--- src/rtl/btn_conditioner_pkg.sv ---
// Shared constants, channel indices and repeat-FSM encoding for the button front-end.
// Imported by the interface, the per-channel conditioner and the top level.
package btn_conditioner_pkg;

    localparam int unsigned BTN_HH   = 0;
    localparam int unsigned BTN_MM   = 1;
    localparam int unsigned BTN_SS   = 2;
    localparam int unsigned BTN_SAFE = 3;

    localparam int unsigned DEF_N_BTN     = 4;
    localparam int unsigned DEF_PRESCALE  = 32;
    localparam int unsigned DEF_DEB_TICKS = 20;
    localparam int unsigned DEF_RPT_DELAY = 512;
    localparam int unsigned DEF_RPT_RATE  = 128;

    localparam logic [DEF_N_BTN-1:0] DEF_ACT_LOW_MASK = 4'b1000;
    localparam logic [DEF_N_BTN-1:0] DEF_RPT_MASK     = 4'b0011;

    typedef enum logic [1:0] {
        IDLE     = 2'd0,
        HOLD_DLY = 2'd1,
        HOLD_RPT = 2'd2
    } rpt_state_t;

    // Bits needed to hold values 0..n inclusive, never less than one.
    function automatic int unsigned cnt_width(input int unsigned n);
        return (n < 1) ? 1 : $clog2(n + 1);
    endfunction

    function automatic int unsigned umax(input int unsigned a, input int unsigned b);
        return (a > b) ? a : b;
    endfunction

endpackage

--- src/rtl/btn_conditioner_if.sv ---
// Button bundle between the raw pins and the conditioned strobes.
// The conditioner is the slave side; whoever drives the pins is the master.
interface btn_conditioner_if
    import btn_conditioner_pkg::*;
#(
    parameter int unsigned N_BTN = DEF_N_BTN
) ();

    logic [N_BTN-1:0] btn_raw;
    logic [N_BTN-1:0] btn_level;
    logic [N_BTN-1:0] btn_press;
    logic [N_BTN-1:0] btn_rpt;
    logic             tick;

    modport master (
        output btn_raw,
        input  btn_level,
        input  btn_press,
        input  btn_rpt,
        input  tick
    );

    modport slave (
        input  btn_raw,
        output btn_level,
        output btn_press,
        output btn_rpt,
        output tick
    );

endinterface

--- src/rtl/btn_conditioner_chan.sv ---
// One button channel: 2-flop synchronizer, tick-based debounce, press edge
// detect and the auto-repeat state machine.
module btn_chan
    import btn_conditioner_pkg::*;
#(
    parameter int unsigned DEB_TICKS = DEF_DEB_TICKS,
    parameter int unsigned RPT_DELAY = DEF_RPT_DELAY,
    parameter int unsigned RPT_RATE  = DEF_RPT_RATE,
    parameter bit          ACT_LOW   = 1'b0,
    parameter bit          RPT_EN    = 1'b1
) (
    input  logic clk,
    input  logic rst_n,
    input  logic tick,
    input  logic raw,
    output logic level,
    output logic press,
    output logic rpt
);

    localparam int unsigned DW = cnt_width(DEB_TICKS);
    localparam int unsigned RW = cnt_width(umax(RPT_DELAY, RPT_RATE));

    localparam logic [DW-1:0] DEB_LAST  = DW'(DEB_TICKS - 1);
    localparam logic [RW-1:0] DLY_LAST  = RW'(RPT_DELAY - 1);
    localparam logic [RW-1:0] RATE_LAST = RW'(RPT_RATE - 1);

    logic          sync1;
    logic          sync2;
    logic [DW-1:0] deb_cnt;
    logic          deb_fire;
    logic          rise;
    logic          fall;

    rpt_state_t    state;
    rpt_state_t    state_nxt;
    logic [RW-1:0] rpt_cnt;
    logic [RW-1:0] rpt_cnt_nxt;
    logic          rpt_fire;

    always_ff @(posedge clk or negedge rst_n) begin
        if (!rst_n) begin
            sync1 <= 1'b0;
            sync2 <= 1'b0;
        end else begin
            sync1 <= raw ^ ACT_LOW;
            sync2 <= sync1;
        end
    end

    // The change is accepted on the tick that would bring the count to DEB_TICKS.
    assign deb_fire = tick && (sync2 != level) && (deb_cnt == DEB_LAST);
    assign rise     = deb_fire && !level;
    assign fall     = deb_fire && level;

    always_ff @(posedge clk or negedge rst_n) begin
        if (!rst_n) begin
            deb_cnt <= '0;
            level   <= 1'b0;
            press   <= 1'b0;
        end else begin
            if (sync2 == level) begin
                deb_cnt <= '0;
            end else if (tick) begin
                if (deb_cnt == DEB_LAST) begin
                    deb_cnt <= '0;
                end else if (deb_cnt != '1) begin
                    deb_cnt <= deb_cnt + 1'b1;
                end
            end
            if (deb_fire) begin
                level <= ~level;
            end
            press <= rise;
        end
    end

    always_ff @(posedge clk or negedge rst_n) begin
        if (!rst_n) begin
            state <= IDLE;
        end else begin
            state <= state_nxt;
        end
    end

    always_comb begin
        state_nxt = state;
        if (!RPT_EN) begin
            state_nxt = IDLE;
        end else if (fall) begin
            state_nxt = IDLE;
        end else begin
            case (state)
                IDLE:     if (rise) state_nxt = HOLD_DLY;
                HOLD_DLY: if (tick && rpt_cnt == DLY_LAST) state_nxt = HOLD_RPT;
                HOLD_RPT: state_nxt = HOLD_RPT;
                default:  state_nxt = IDLE;
            endcase
        end
    end

    // Release wins over a coinciding repeat so letting go never strobes.
    always_comb begin
        rpt_fire    = 1'b0;
        rpt_cnt_nxt = rpt_cnt;
        case (state)
            IDLE: begin
                rpt_cnt_nxt = '0;
            end
            HOLD_DLY: begin
                if (tick) begin
                    if (rpt_cnt == DLY_LAST) begin
                        rpt_fire    = 1'b1;
                        rpt_cnt_nxt = '0;
                    end else if (rpt_cnt != '1) begin
                        rpt_cnt_nxt = rpt_cnt + 1'b1;
                    end
                end
            end
            HOLD_RPT: begin
                if (tick) begin
                    if (rpt_cnt == RATE_LAST) begin
                        rpt_fire    = 1'b1;
                        rpt_cnt_nxt = '0;
                    end else if (rpt_cnt != '1) begin
                        rpt_cnt_nxt = rpt_cnt + 1'b1;
                    end
                end
            end
            default: begin
                rpt_cnt_nxt = '0;
            end
        endcase
        if (fall || !RPT_EN) begin
            rpt_fire    = 1'b0;
            rpt_cnt_nxt = '0;
        end
    end

    always_ff @(posedge clk or negedge rst_n) begin
        if (!rst_n) begin
            rpt_cnt <= '0;
            rpt     <= 1'b0;
        end else begin
            rpt_cnt <= rpt_cnt_nxt;
            rpt     <= rise | rpt_fire;
        end
    end

endmodule

--- src/rtl/btn_conditioner.sv ---
// Push-button front-end for the 32768 Hz clock core: shared debounce-tick
// prescaler plus one conditioning channel per button pin.
module btn_conditioner
    import btn_conditioner_pkg::*;
#(
    parameter int unsigned      N_BTN        = DEF_N_BTN,
    parameter int unsigned      PRESCALE     = DEF_PRESCALE,
    parameter int unsigned      DEB_TICKS    = DEF_DEB_TICKS,
    parameter int unsigned      RPT_DELAY    = DEF_RPT_DELAY,
    parameter int unsigned      RPT_RATE     = DEF_RPT_RATE,
    parameter logic [N_BTN-1:0] ACT_LOW_MASK = N_BTN'(DEF_ACT_LOW_MASK),
    parameter logic [N_BTN-1:0] RPT_MASK     = N_BTN'(DEF_RPT_MASK)
) (
    input  logic               clk,
    input  logic               rst_n,
    btn_conditioner_if.slave   btn
);

    localparam int unsigned   PW     = (PRESCALE < 2) ? 1 : $clog2(PRESCALE);
    localparam logic [PW-1:0] P_LAST = PW'(PRESCALE - 1);

    logic [PW-1:0]    pcnt;
    logic             tick;
    logic [N_BTN-1:0] level_v;
    logic [N_BTN-1:0] press_v;
    logic [N_BTN-1:0] rpt_v;

    always_ff @(posedge clk or negedge rst_n) begin
        if (!rst_n) begin
            pcnt <= '0;
        end else if (pcnt == P_LAST) begin
            pcnt <= '0;
        end else begin
            pcnt <= pcnt + 1'b1;
        end
    end

    assign tick = (pcnt == P_LAST);

    for (genvar i = 0; i < N_BTN; i++) begin : g_chan
        btn_chan #(
            .DEB_TICKS (DEB_TICKS),
            .RPT_DELAY (RPT_DELAY),
            .RPT_RATE  (RPT_RATE),
            .ACT_LOW   (ACT_LOW_MASK[i]),
            .RPT_EN    (RPT_MASK[i])
        ) u_chan (
            .clk   (clk),
            .rst_n (rst_n),
            .tick  (tick),
            .raw   (btn.btn_raw[i]),
            .level (level_v[i]),
            .press (press_v[i]),
            .rpt   (rpt_v[i])
        );
    end

    assign btn.btn_level = level_v;
    assign btn.btn_press = press_v;
    assign btn.btn_rpt   = rpt_v;
    assign btn.tick      = tick;

endmodule

--- src/flat_wrapper.sv ---
// flat-port wrapper written by rule: the top's interface ports become plain ports
module btn_conditioner_flat import btn_conditioner_pkg::*;
#(
    parameter int unsigned      N_BTN        = DEF_N_BTN,
    parameter int unsigned      PRESCALE     = DEF_PRESCALE,
    parameter int unsigned      DEB_TICKS    = DEF_DEB_TICKS,
    parameter int unsigned      RPT_DELAY    = DEF_RPT_DELAY,
    parameter int unsigned      RPT_RATE     = DEF_RPT_RATE,
    parameter logic [N_BTN-1:0] ACT_LOW_MASK = N_BTN'(DEF_ACT_LOW_MASK),
    parameter logic [N_BTN-1:0] RPT_MASK     = N_BTN'(DEF_RPT_MASK)
)
  (clk, rst_n, btn_btn_raw, btn_btn_level, btn_btn_press, btn_btn_rpt, btn_tick);
  btn_conditioner_if #(.N_BTN(N_BTN)) btn_i ();
  input  logic clk;
  input  logic rst_n;
  input wire logic [$bits(btn_i.btn_raw)-1:0] btn_btn_raw;
  output wire logic [$bits(btn_i.btn_level)-1:0] btn_btn_level;
  output wire logic [$bits(btn_i.btn_press)-1:0] btn_btn_press;
  output wire logic [$bits(btn_i.btn_rpt)-1:0] btn_btn_rpt;
  output wire logic [$bits(btn_i.tick)-1:0] btn_tick;
  assign btn_i.btn_raw = btn_btn_raw;
  assign btn_btn_level = btn_i.btn_level;
  assign btn_btn_press = btn_i.btn_press;
  assign btn_btn_rpt = btn_i.btn_rpt;
  assign btn_tick = btn_i.tick;
  btn_conditioner #(.N_BTN(N_BTN), .PRESCALE(PRESCALE), .DEB_TICKS(DEB_TICKS), .RPT_DELAY(RPT_DELAY), .RPT_RATE(RPT_RATE), .ACT_LOW_MASK(ACT_LOW_MASK), .RPT_MASK(RPT_MASK)) u_core (.clk(clk), .rst_n(rst_n), .btn(btn_i));
endmodule
--- config.mk ---
export PLATFORM = sky130hd
export DESIGN_NAME = btn_conditioner_flat
export DESIGN_NICKNAME = d
export VERILOG_FILES = /design/src/rtl/btn_conditioner_pkg.sv /design/src/rtl/btn_conditioner_if.sv /design/src/rtl/btn_conditioner_chan.sv /design/src/rtl/btn_conditioner.sv /design/src/flat_wrapper.sv
export SDC_FILE = /design/constraint.sdc
export NUM_CORES = 1
export LEC_CHECK = 0
export CAP_MARGIN = 30
export CORE_AREA = 10 10 106 108
export DETAILED_ROUTE_END_ITERATION = 6
export DIE_AREA = 0 0 116 118
export GPL_ROUTABILITY_DRIVEN = 0
export SYNTH_ARGS = -nofsm -noshare
export SYNTH_HDL_FRONTEND = slang
export SYNTH_SLANG_ARGS = --single-unit
--- constraint.sdc ---
create_clock -name clk -period 2.1 [get_ports clk]
set_input_delay 0.42 -clock clk [delete_from_list [all_inputs] [get_ports clk]]
set_output_delay 0.42 -clock clk [all_outputs]
set_load 0.05 [all_outputs]
# [Yosys cells after proc, flatten, opt, wreduce, memory -nomap -nowiden]
# Cells that the tools add are included.
[op_classes] add_sub_neg=7 multipliers=0 div_mod_pow=0 order_cmp=0 n_eq_ne=35 n_shift=0 muxes=51 bitwise=7 n_reduce_logical=38
[ops] operator="2-to-1 mux 10 bit" n=12
[ops] operator="2-to-1 mux 5 bit" n=17
[ops] operator="one-hot mux 10 bit (2 select lines)" n=2
[ops] operator="adder 5 x 1 -> 5 bit, second input constant" n=5
[ops] operator="equality test 5 bit, second input constant" n=5
[ops] operator="adder 10 x 1 -> 10 bit, second input constant" n=2
[ops] operator="equality test 10 x 7 -> 1 bit, second input constant" n=2
[ops] operator="equality test 10 x 9 -> 1 bit, second input constant" n=2
[ops] operator="!= test 10 bit, second input constant" n=2
[ops] operator="!= test 5 bit, second input constant" n=4
[ops] operator="!= test 3 bit, second input constant" n=6
[ops] operator="logical AND 1 bit" n=16
[ops] operator="AND reduction 2 bit" n=8
[ops] operator="2-to-1 mux 2 bit" n=6
[ops] operator="one-hot mux 2 bit (3 select lines)" n=2
[ops] operator="nonzero test 3 bit" n=4
[ops] operator="2-to-1 mux 1 bit" n=10
[ops] operator="nonzero test 2 bit" n=4
[ops] operator="!= test 3 x 2 -> 1 bit, second input constant" n=2
[ops] operator="NOT 1 bit" n=5
[ops] operator="equality test 1 bit" n=4
[ops] operator="equality test 2 x 1 -> 1 bit, second input constant" n=2
[ops] operator="equality test 2 bit, second input constant" n=2
[ops] operator="logical NOT 1 bit" n=4
[ops] operator="other kinds (4)" n=10
[totals] reg_bits=67 latch_bits=0 ramBits=0 rom_bits=0 in_bits=6 out_inout_bits=13 word_cells=165 n_memories=0

# [Longest topological paths before layout]
[logic_depth] ltp_word=7 ltp_mapped=10 mapped_depth_nobuf=8

# [By module]
# Synthesis repeated with hierarchy kept, for this count alone.
[hier_totals] cells_unflattened=360 area_unflattened_um2=3708.6
[by_module_without_submodules] module="btn_chan at u_core.g_chan[0].u_chan" instances=1 cells_per_inst=134 area_each_um2=1305.0 seq_area_each_um2=550.5
[by_module_without_submodules] module="btn_chan at u_core.g_chan[1].u_chan" instances=1 cells_per_inst=134 area_each_um2=1277.5 seq_area_each_um2=550.5
[by_module_without_submodules] module="btn_chan at u_core.g_chan[3].u_chan" instances=1 cells_per_inst=39 area_each_um2=460.4 seq_area_each_um2=225.2
[by_module_without_submodules] module="btn_chan at u_core.g_chan[2].u_chan" instances=1 cells_per_inst=38 area_each_um2=456.7 seq_area_each_um2=225.2
[by_module_without_submodules] module="btn_conditioner" instances=1 cells_per_inst=15 area_each_um2=209.0 seq_area_each_um2=125.1

# [Least setup slack after synthesis]
# Ideal clock, no wire load.
[synth_path] kind="register to register" startpoint="register u_core.pcnt[0]" endpoint="register u_core.g_chan[0].u_chan.rpt_cnt[9]" setup_time_ps=126 arrival_time_ps=2376 t_required_ps=1974 setup_slack_ps=-402 stages_incl_launch_ff=10 path_buffers=1 synth_period_minus_slack_ps=2502 cell_sequence="dfrtp_1 > ha_1 > and3_1 > ha_1 > buf_2 > o21bai_4 > or3b_1 > nor3_1 > mux2i_1 > nor2_1"
[synth_via] elab_chain_cells=6 word_cells_on_any_way=8 cone_classes="eq/ne (3); mux (1); reduce/logical (4)"
[synth_lines] item="from (decl)" line_no="btn_conditioner.sv:22" rtl="logic [PW-1:0] pcnt;"
[synth_lines] item="from (signal assigned)" line_no="btn_conditioner.sv:34" rtl="pcnt <= pcnt + 1'b1;"
[synth_lines] item="equality test 5 bit (*)" line_no="btn_conditioner.sv:38" rtl="assign tick = (pcnt == P_LAST);"
[synth_lines] item="named net btn_tick" line_no="flat_wrapper.sv:20" rtl="output wire logic [$bits(btn_i.tick)-1:0] btn_tick;"
[synth_lines] item="logical AND 1 bit (2 in series)" line_no="btn_conditioner_chan.sv:52" rtl="assign deb_fire = tick && (sync2 != level) && (deb_cnt == DEB_LAST);"
[synth_lines] item="logical AND 1 bit" line_no="btn_conditioner_chan.sv:54" rtl="assign fall = deb_fire && level;"
[synth_lines] item="!= test 3 bit (no line)"
[synth_lines] item="AND reduction 2 bit (no line)"
[synth_lines] item="to (signal assigned)" line_no="btn_conditioner_chan.sv:145" rtl="rpt_cnt <= rpt_cnt_nxt;"
[synth_lines] item="to (decl)" line_no="btn_conditioner_chan.sv:37" rtl="logic [RW-1:0] rpt_cnt;"
# The timed path passes the listed nets; every way through them passes the cells marked *.
# A chain may end at the register's enable or synchronous reset.

# [Worst setup path after layout]
[layout_path] startpoint="register u_core.pcnt[0]" endpoint="register u_core.g_chan[0].u_chan.rpt_cnt[7]"
[layout_via] elab_chain_cells=6 word_cells_on_any_way=8 cone_classes="eq/ne (3); mux (1); reduce/logical (4)"
[layout_lines] item="equality test 5 bit (*)" line_no="btn_conditioner.sv:38"
[layout_lines] item="logical AND 1 bit (2 in series)" line_no="btn_conditioner_chan.sv:52"
[layout_lines] item="logical AND 1 bit" line_no="btn_conditioner_chan.sv:54"
[layout_lines] item="!= test 3 bit (no line)"
[layout_lines] item="AND reduction 2 bit (no line)"
# Mark *: on every way between the ends. The rest lies on a longest branch, timed or not.

==> flow_summary.toml <==
[clock_tree]
numClockSinks = 67
insertion_delay_ps = 340
cts_root_buf = "clkbuf_8"
clockBufferDepth = 2
cts_buffers = 9
cts_hold_buf = 0
htreeDepth = 3
cts_tree = "built"
clkTransAtPathRegs_ps = 80

[place]
placed_cell_area_mm2 = 0.003938
placed_cells = 487
post-place-ws_ps = 25.99
io_buffers = 18
dp_hpwl_um = 4814

[finish]
final_area_mm2 = 0.004217
diodes = 0
fillers = 886
syn_to_final_growth_pct = 16.93
final_cell_count_no_fill = 508
layout-drive-gt1-share_pct = 16.12
final_util_pct = 46.29
nNetsFinal = 416

[global_routing]
grt.total_usage_pct = 10.60
grt_start_max_net_pins = 42
antenna_found_initial = 0
first_global_vias = 2574
grt_first_pass_wirelength_um = 12040
grt.overflow.total = 0

[pwr]
cellLeakagePower_nw = 1.812
vdd_drop_max_mv = 0.4228
power_density_mw_per_mm2 = 571.9
power.total_mw = 2.411

[setup_path]
slowest_stage = "dfrtp_1"
end_kind = "register"
r2r_start = "u_core.pcnt[0]"
worstSetupPathType = "reg2reg"
crit_path_start_kind = "register"
arrival_ps = 2280
cp_slowest_stage_delay_ps = 400
worstPathRequired_ps = 2350
crit_path_cell_trace = "ha_2, and3_4, ha_4, nand3b_1, o21ai_2, buf_4, o21ai_0, o21ai_2, a311oi_2"
reg2reg_to = "u_core.g_chan[0].u_chan.rpt_cnt[7]"
ff2ff_setup_slack_ps = 70
cp_max_fo = 6
ff2ff_path_depth = 9
crit_top_cell = "o21ai_2"

[sta]
setup_viol = 0
max_freq_mhz = 493.4
tightest_slew_ps = 579.6
slew_violations = 0
relSlewSlack_pct = 60.83
worst_slack_ps = 73.07
worst_hold_slack_ps = 51.21
tns_ps = 0
skew_ps = 9.006
rsz0062_at_grt = "yes"
finalCritPeriodShare_pct = 96.52
timing.final.hold_violations = 0
fin_crit_ps = 2027

[routing]
num_vias = 2682
drc = 0
ant_nets = 0
drt-initial-drc-count = 132
viasPerCell = 5.280
first_pass_iters = 4
drt_wl_total_um = 6874
wl_per_cell_um = 13.53

[die]
fp.dieArea_mm2 = 0.01369
die_height_um = 118
num_io_pins = 19
initial_core_util_pct = 39.59
rows = 35
core_mm2 = 0.009109
die_x_um = 116

[hold_path]
hold_class = "in2async"

[outcome]
status = "complete, no violations"

[synth]
synthTopCellsByCount = "dfrtp_1 (67), nor2_1 (52), nand2_1 (30)"
synth_top_cell_by_area = "dfrtp_1"
synth_area_per_cell_um2 = 9.906
post-synth-top-count-cell = "dfrtp_1"
synth-seq-cells = 67
ys_seq_area_share_pct = 46.50
synth_edf_count = 0
ys_types = 57
yosys_warnings = 0
synth_ff_type = "dfrtp_1"
synth_area_leaders = "dfrtp_1 (46%), ha_1 (6.2%), nor2_1 (5.4%)"
syn_nets = 388
async_flop_share_pct = 100.0
netlist_area_mm2 = 0.003606
synthCells = 364
yosysTopAreaCellShare_pct = 46.50

[job]
drv_cap = 0
-- worst max-delay path, delay by kind of cell, from the launching register on --
kind	cells	cell delay (ps)
adders and majority gates	2	370
DFF	1	400
and+or+nand+nor	2	310
buffers and inverters	1	150
AOI/OAI and AO/OA	4	700
-- kinds of logic (layout without fill, tap and decap cells) --
family	count (synthesis)	in the layout	share of synthesized area (%)
adders and majority gates	18	18	6.246
xor gates and xnor gates	18	18	4.372
buffers and inverters	33	66	4.858
AOI/OAI and AO/OA	59	59	12.25
muxes	12	12	3.400
and+or+nand+nor	157	157	22.38
DFF	67	67	46.50
-- flip-flops by register name (all words and copies together) (netlist names) --
| signal | flops |
|---|---|
| u_core.g_chan.u_chan.deb_cnt | 20 |
| u_core.g_chan.u_chan.rpt_cnt | 20 |
| u_core.pcnt | 5 |
| u_core.g_chan.u_chan.level | 4 |
| u_core.g_chan.u_chan.rpt | 4 |
| u_core.g_chan.u_chan.state | 4 |
| u_core.g_chan.u_chan.sync1 | 4 |
| u_core.g_chan.u_chan.sync2 | 4 |
| u_core.g_chan.u_chan.press | 2 |
-- what timing repair did --
item	4_1_cts	5_1_grt
hold endpoints to repair	0	0
gates resized for setup	1	6
setup endpoints to repair	2	7
pin swaps	0	2
buffers inserted	2	3
-- cell usage in the layout, fill, tap and decap left out, types with 3 or more instances in the layout --
cell type / Yosys / routed
nand4_1: 6 / 6
a31oi_1: 4 / 4
a22oi_1: 5 / 5
xnor2_1: 11 / 11
ha_1: 18 / 16
clkinv_2: 0 / 3
and3_1: 6 / 5
clkbuf_8: 0 / 10
dfrtp_1: 67 / 67
o211ai_1: 3 / 3
nor4_1: 3 / 3
nor3_1: 19 / 18
nor2_1: 52 / 52
inv_1: 14 / 14
or3_1: 5 / 5
mux2i_1: 10 / 10
nand2_1: 30 / 30
o31ai_1: 4 / 4
nand3_1: 10 / 10
nor2b_1: 5 / 5
buf_4: 12 / 17
xor2_1: 7 / 7
clkdlybuf4s50_1: 0 / 14
buf_12: 0 / 3
a21oi_1: 14 / 14
o21ai_0: 9 / 9
-- per-layer routing --
metal	GRT usage [%]	vias up	wire length, um
met5	0	-	0
met4	3.521	0	73
met3	3.262	5	230
met2	16.56	39	3434
met1	13.44	1299	3135
li1	-	1339	-
-- power breakdown --
| group | internal, mW | switching, mW | total (mW) |
|---|---|---|---|
| registers | 1.30 | 0.00515 | 1.30 |
| logic | 0.0171 | 0.0332 | 0.0503 |
| clock network | 0.575 | 0.483 | 1.06 |
| total | 1.89 | 0.522 | 2.41 |
-- layout make-up --
class,count,area [um2],area share [%]
tap,111,138.9,3.294
inverter,14,52.55,1.246
clock inverter,5,52.55,1.246
clock buffer,11,141.4,3.353
sequential,67,1677,39.76
multi-input combinational,264,1810,42.94
timing repair buffer,36,344.1,8.160
-- how the worst max path moves through the flow --
stage                        start                            endpoint  slack, ps  cells past startpoint
floorplan           u_core.pcnt[0]  u_core.g_chan[0].u_chan.rpt_cnt[9]         -8                      9
global placement    u_core.pcnt[0]  u_core.g_chan[0].u_chan.rpt_cnt[2]         80                      8
detailed placement  u_core.pcnt[0]  u_core.g_chan[0].u_chan.rpt_cnt[2]         30                      8
CTS                 u_core.pcnt[0]                            btn_tick         20                      5
global route        u_core.pcnt[0]  u_core.g_chan[0].u_chan.rpt_cnt[9]        -20                      8
finish              u_core.pcnt[0]  u_core.g_chan[0].u_chan.rpt_cnt[7]         70                      9
Power figures use the tool's default switching activity.
